===== config.mk =====
export PLATFORM = sky130hd
export DESIGN_NAME = instr_issue_controller
export DESIGN_NICKNAME = d
export VERILOG_FILES = /design/src/rtl/instr_issue_controller.sv
export SDC_FILE = /design/constraint.sdc
export NUM_CORES = 1
export LEC_CHECK = 0
export CORE_MARGIN = 1.5
export CORE_UTILIZATION = 50
export DETAILED_ROUTE_END_ITERATION = 6
export DONT_BUFFER_PORTS = 1
export PLACE_DENSITY = 0.68
export SYNTH_ARGS = -nofsm -noshare
export SYNTH_HDL_FRONTEND = slang
export SYNTH_SLANG_ARGS = --single-unit

===== constraint.sdc =====
create_clock -name clk -period 4.1 [get_ports clk]
set_clock_uncertainty 0.05 [all_clocks]
set_input_delay 0.82 -clock clk [delete_from_list [all_inputs] [get_ports clk]]
set_output_delay 0.82 -clock clk [all_outputs]
set_load 0.02 [all_outputs]

===== src/rtl/instr_issue_controller.sv =====
// Instruction issue queue: buffers fetched (pc, instr) pairs in a small circular FIFO and offers
// the head to decode, serialising SYSTEM/FENCE instructions behind an idle execute stage.
module instr_issue_controller #(
    parameter int unsigned DEPTH = 2
) (
    input  logic                     clk,
    input  logic                     rst,
    input  logic                     f_valid,
    output logic                     f_ready,
    input  logic [31:0]              f_instr,
    input  logic [31:0]              f_pc,
    output logic                     d_valid,
    input  logic                     d_ready,
    output logic [31:0]              d_instr,
    output logic [31:0]              d_pc,
    output logic [2:0]               d_class,
    output logic                     d_illegal,
    input  logic                     ex_busy,
    input  logic                     flush,
    output logic [$clog2(DEPTH):0]   occupancy
);

    localparam int unsigned PtrW = $clog2(DEPTH);

    typedef logic [PtrW:0]   occ_t;
    typedef logic [PtrW-1:0] ptr_t;

    typedef enum logic [1:0] {
        StRun,
        StDrain,
        StHold
    } state_e;

    localparam occ_t OccFull = occ_t'(DEPTH);

    logic [31:0] instr_mem [DEPTH];
    logic [31:0] pc_mem    [DEPTH];

    ptr_t   wr_ptr_q, wr_ptr_d;
    ptr_t   rd_ptr_q, rd_ptr_d;
    occ_t   occ_q, occ_d;
    state_e state_q, state_d;

    logic        push, pop, empty;
    logic [31:0] head_instr, head_pc;
    logic [2:0]  head_class;
    logic        head_illegal;
    logic        head_serial;

    assign empty      = (occ_q == '0);
    assign head_instr = instr_mem[rd_ptr_q];
    assign head_pc    = pc_mem[rd_ptr_q];

    assign f_ready   = (occ_q < OccFull) && !flush;
    assign push      = f_valid && f_ready;
    assign pop       = d_valid && d_ready;
    assign occupancy = occ_q;

    always_comb begin
        head_class   = 3'd0;
        head_illegal = 1'b0;
        case (head_instr[6:0])
            7'b0110011:             head_class = 3'd0;
            7'b0010011:             head_class = 3'd1;
            7'b0000011:             head_class = 3'd2;
            7'b0100011:             head_class = 3'd3;
            7'b1100011:             head_class = 3'd4;
            7'b1101111, 7'b1100111: head_class = 3'd5;
            7'b0110111, 7'b0010111: head_class = 3'd6;
            7'b1110011, 7'b0001111: head_class = 3'd7;
            default:                head_illegal = 1'b1;
        endcase
    end

    assign head_serial = !empty && (head_class == 3'd7);

    // Head fields are masked to zero while the queue is empty so stale storage never leaks out.
    assign d_instr   = empty ? 32'd0 : head_instr;
    assign d_pc      = empty ? 32'd0 : head_pc;
    assign d_class   = empty ? 3'd0  : head_class;
    assign d_illegal = empty ? 1'b0  : head_illegal;

    always_comb begin
        d_valid = 1'b0;
        case (state_q)
            StRun:   d_valid = !empty && !head_serial;
            StDrain: d_valid = !empty && !ex_busy;
            default: d_valid = 1'b0;
        endcase
    end

    always_comb begin
        state_d = state_q;
        case (state_q)
            StRun:   if (head_serial) state_d = StDrain;
            StDrain: if (pop)         state_d = StHold;
            StHold:  if (!ex_busy)    state_d = StRun;
            default:                  state_d = StRun;
        endcase
        if (flush) begin
            state_d = StRun;
        end
    end

    always_comb begin
        wr_ptr_d = wr_ptr_q;
        rd_ptr_d = rd_ptr_q;
        occ_d    = occ_q;
        if (flush) begin
            // A handshake in the flush cycle still counts as issued; everything else is dropped.
            wr_ptr_d = '0;
            rd_ptr_d = '0;
            occ_d    = '0;
        end else begin
            if (push) wr_ptr_d = wr_ptr_q + 1'b1;
            if (pop)  rd_ptr_d = rd_ptr_q + 1'b1;
            occ_d = occ_q + occ_t'(push) - occ_t'(pop);
        end
    end

    always_ff @(posedge clk) begin
        if (rst) begin
            wr_ptr_q <= '0;
            rd_ptr_q <= '0;
            occ_q    <= '0;
            state_q  <= StRun;
        end else begin
            wr_ptr_q <= wr_ptr_d;
            rd_ptr_q <= rd_ptr_d;
            occ_q    <= occ_d;
            state_q  <= state_d;
        end
    end

    always_ff @(posedge clk) begin
        if (push) begin
            instr_mem[wr_ptr_q] <= f_instr;
            pc_mem[wr_ptr_q]    <= f_pc;
        end
    end

endmodule


=== Word level (Yosys, flattened, before mapping) ===
Memories as Yosys holds them, arrays and structs flattened. A register that Yosys moved wholly into a read port is not among the register bits.
Cells that the tools add are included.

* Memories: 2
* Input bits: 70
* Flip-flop bits (word level): 6
* RAM bits: 128
* Logic and storage cells: 63

{| class="wikitable"
|+ Memory list
! name !! depth !! width !! rd ports !! clocked after memory_dff !! wr ports !! line !! source
|-
| instr_mem || 2 || 32 || 1 || 1 || 1 || 36 || <nowiki>logic [31:0] instr_mem [DEPTH];</nowiki>
|-
| pc_mem || 2 || 32 || 1 || 1 || 1 || 37 || <nowiki>logic [31:0] pc_mem [DEPTH];</nowiki>
|}

* Reductions and logical operators: 18
* Equal/unequal tests: 17
* Add/subtract/negate cells: 4
* Mux-type cells: 17
* $lt $le $gt $ge: 1

{| class="wikitable"
|+ Operators by type and width
! cell !! number
|-
| $mux 32 || 2
|-
| $eq 7x7->1 const B || 4
|-
| $eq 7x6->1 const B || 3
|-
| $pmux 3 s7 || 1
|-
| $eq 7x5->1 const B || 2
|-
| $reduce_or 11->1 || 1
|-
| $mux 1 || 8
|-
| $reduce_or 2->1 || 4
|-
| $eq 7x2->1 const B || 1
|-
| $eq 7x4->1 const B || 1
|-
| $logic_and 1x1->1 || 6
|-
| $mux 2 || 3
|-
| $ne 2x2->1 const B || 3
|-
| $pmux 2 s3 || 1
|-
| $logic_not 1->1 || 4
|-
| $logic_not 2->1 || 2
|-
| $eq 3x3->1 const B || 1
|-
| $mux 3 || 1
|-
| $reduce_and 3->1 || 1
|-
| $add 1x1->1 const B || 2
|-
| $add 2x1->2 || 1
|-
| $eq 2x1->1 const B || 1
|-
| $eq 2x2->1 const B || 1
|-
| $lt 2x2->1 const B || 1
|-
| 2 further kinds || 2
|}

=== Longest topological paths before layout ===
* Depth after elaboration: 11
* Gate-level depth with buffers: 12

=== Worst setup path after synthesis ===
Ideal clock, no wire load.

* Kind: input to register
* From: in flush
* To: mem instr_mem[0][0] (enable)
* Slack: -0.489 ns
* Library setup time: 0.487 ns
* Stages on the path: 3
* Arrival time: 4.052 ns
* Data required time: 3.563 ns
* Cell sequence: nor2_1 > nand2_1 > nor2_1

* Longest elaborated chain between the ends: 5

{| class="wikitable"
|+ RTL lines
! item !! line !! source
|-
| start, declared || 19 || <nowiki>input logic flush,</nowiki>
|-
| $logic_not 1->1 || 54 || <nowiki>assign f_ready = (occ_q < OccFull) && !flush;</nowiki>
|-
| $logic_and 1x1->1 || 54 ||
|-
| $logic_and 1x1->1 || 55 || <nowiki>assign push = f_valid && f_ready;</nowiki>
|-
| $mux 1 || 136 || <nowiki>if (push) begin</nowiki>
|-
| $mux 1 (not written as such) || 137 || <nowiki>instr_mem[wr_ptr_q] <= f_instr;</nowiki>
|-
| end, declared || 36 ||
|}

Every way passes these cells.

==> impl_metrics.py <==
metrics = {
    "power": {
        "vdd_drop_max_uv": 323.8,
        "power-per-cell-area_nw_per_um2": 524.2,
        "power.leakage_nw": 1.939,
    },
    "global_route": {
        "grt_pass1_wl_um": 13870,
        "first_global_vias": 2745,
        "grt_start_max_net_pins": 65,
        "antenna_found_initial": 0,
        "grt_use_total_pct": 16.69,
        "grt_overflow": 0,
    },
    "synth": {
        "ys_warn_count": 0,
        "synth-async-reset-ratio_pct": 0,
        "ys_seq_area_share_pct": 74.29,
        "synth_top_area_share_pct": 71.68,
        "syn_area_per_cell_um2": 15.59,
        "syn_inst": 344,
        "synth_flop_cell": "edfxtp_1",
        "synth_area_um2": 5363,
        "yosys-top-cells-area": "edfxtp_1 (72%), mux2i_1 (12%), nor2_1 (5.0%), dfxtp_1 (2.6%), a21oi_1 (0.93%)",
        "synth-edff-count": 128,
        "ys_ff_latch": 135,
        "yosys-top-cells-count": "edfxtp_1 (128), nor2_1 (72), mux2i_1 (62)",
        "yosysMostFrequentCell": "edfxtp_1",
        "synth_top_area_cell": "edfxtp_1",
        "ys_types": 36,
        "synth_fp_nets": 416,
    },
    "critical_path": {
        "slowest_stage": "buf_4",
        "crit_type": "register to primary output",
        "r2r_end": "occupancy[1]$_SDFF_PP0_",
        "ff2ff_path_depth": 11,
        "cp-endpoint": "d_class[2]",
        "critPathMaxFanout": 35,
        "crit_path_start_kind": "register",
        "critical_path.cell_chain": "buf_4 -> mux2i_1 -> nand2_1 -> a21o_1 -> a21oi_1",
        "crit_arrival_ns": 2.80,
        "crit_required_ns": 3.23,
        "cpPeakStageDelay_ns": 0.56,
        "reg2reg_slack_ns": 1.07,
        "crit_path_end_kind": "primary output",
    },
    "routing": {
        "routed_wl_um": 9206,
        "drt-pass1-iter-count": 6,
        "routedWlPerCell_um": 18.30,
        "drcViolationCount": 0,
        "vias_per_cell": 5.465,
        "ant_nets": 0,
        "num_vias": 2749,
        "drtIter0Drc": 252,
    },
    "outcome": {
        "status": "finished clean",
    },
    "cts": {
        "cts_buffers": 17,
        "htreeDepth": 4,
        "ctsHoldBuffers": 0,
        "cts_tree": "done",
        "clk_pin_slew_worst_paths_ns": 0.06,
        "post_cts_resized": 0,
        "clk_root_buffer_cell": "clkbuf_8",
        "cts_buffer_depth": 2,
        "cts.sinks": 135,
        "clk_latency_ns": 0.49,
        "postCtsSetupBuffers": 0,
    },
    "layout": {
        "drive_gt1_share_pct": 12.53,
        "syn_to_final_growth_pct": 14.40,
        "nNetsFinal": 426,
        "antenna_cells": 0,
        "finalInstanceArea_um2": 6135,
    },
    "die": {
        "die_area_um2": 11360,
        "initial_core_util_pct": 51.71,
        "fp.dieW_um": 106.6,
        "ioPinCount": 142,
        "coreArea_um2": 10370,
        "die_h_um": 106.6,
        "rows": 37,
    },
    "timing": {
        "finalSetupTns_ns": 0,
        "setup_viol": 0,
        "drv_slew": 0,
        "post-route-min-period_ns": 3.672,
        "hold_viol_final": 0,
        "max_slew_margin_pct": 41.42,
        "worst_pin_slew_ns": 0.8787,
        "setup_ws_ns": 0.4275,
        "fmax_ghz": 0.2723,
        "rsz0062_at_grt": "false",
        "fin_crit_sh_pct": 89.57,
    },
    "placement": {
        "gp_congestion": 0.8155,
        "placed_cell_area_um2": 5534,
        "io_buffers": 0,
        "place_ws_ns": 0.9680,
        "dp_hpwl_um": 5968,
    },
    "job": {
        "drv_cap": 0,
    },
    "hold_path": {
        "hp-class": "input port to register",
    },
}
==> placed cells by master, fill, tap and decap left out, drive strengths merged, types with 2 or more instances in the layout <==
| cell | count |
|---|---|
| a21oi | 10 |
| a31oi | 2 |
| and3 | 2 |
| buf | 6 |
| bufinv | 4 |
| clkbuf | 19 |
| clkinv | 7 |
| dfxtp | 7 |
| edfxtp | 128 |
| ha | 2 |
| inv | 2 |
| mux2 | 2 |
| mux2i | 63 |
| nand2 | 7 |
| nand2b | 2 |
| nand3 | 5 |
| nand3b | 2 |
| nor2 | 72 |
| nor2b | 2 |
| o21ai | 6 |
| or2 | 2 |
| xor2 | 3 |
==> power breakdown <==
| part | total (mW) | internal (mW) | switching [mW] |
|---|---|---|---|
| registers | 1.57 | 1.55 | 0.0122 |
| logic | 0.149 | 0.0368 | 0.112 |
| clock network | 1.50 | 0.984 | 0.517 |
| total | 3.22 | 2.57 | 0.641 |
==> area by class of cell <==
class,count,area (µm²)
multi-input cells,193,1315
inverters,1,3.754
flip-flops and latches,135,3988
clock buffers,19,421.7
repair buffers,6,57.56
well taps,136,170.2
fillers,796,4235
clock inverters,13,178.9
==> logic make-up (layout without fill, tap and decap cells) <==
kind of cell / after synthesis / count (layout) / share of synthesized area, %
DFF: 135 / 135 / 74.29
muxes: 65 / 65 / 12.39
adders and majority gates: 2 / 2 / 0.4666
xor gates and xnor gates: 4 / 4 / 0.6534
AOI/OAI and AO/OA: 23 / 23 / 2.777
buffers and inverters: 16 / 39 / 1.493
and+or+nand+nor: 99 / 99 / 7.933
==> critical path, delay by kind of cell, from the launching register on <==
kind | cells | cell delay, ns
muxes | 1 | 0.45
buffers and inverters | 1 | 0.56
AOI/OAI and AO/OA | 2 | 0.62
and+or+nand+nor | 1 | 0.11
DFF | 1 | 0.55
==> per-stage QoR <==
stage                     std cells  hold WS [ns]  total power, mW  utilization, %
after floorplan                 344        0.3863            1.716               -
after global routing            503        0.3332            3.324           59.16
after CTS                       503        0.3342            3.254           59.16
final                           503        0.3685            3.216           59.16
after detailed placement        471        0.4130            1.746           53.37
after global placement          471        0.3990            1.743           53.37
==> state kept, by name, summed over array words and instances (netlist names), named ones only <==
register,count
instr_mem,64
occupancy,2
pc_mem,64
rd_ptr_q,1
state_q,2
wr_ptr_q,1
==> how the worst min path moves through the flow <==
| stage | startpoint | to | cells after the start |
|---|---|---|---|
| after global placement | state_q[1]$_SDFFE_PP0P_ | state_q[0]$_SDFFE_PP0P_ | 1 |
| after global routing | f_instr[12] | instr_mem[0][12]$_DFFE_PP_ | 0 |
| after detailed placement | state_q[1]$_SDFFE_PP0P_ | state_q[0]$_SDFFE_PP0P_ | 1 |
| final | f_instr[30] | instr_mem[1][30]$_DFFE_PP_ | 0 |
| after floorplan | state_q[1]$_SDFFE_PP0P_ | state_q[0]$_SDFFE_PP0P_ | 1 |
| after CTS | f_instr[12] | instr_mem[0][12]$_DFFE_PP_ | 0 |
==> routing by layer <==
metal | track usage (%) | wire (µm)
met5 | 0 | 0
met4 | 5.714 | 30
met3 | 9.565 | 1002
met2 | 27.29 | 4622
met1 | 18.17 | 3551
No activity file was read; power rests on OpenSTA's default activity.
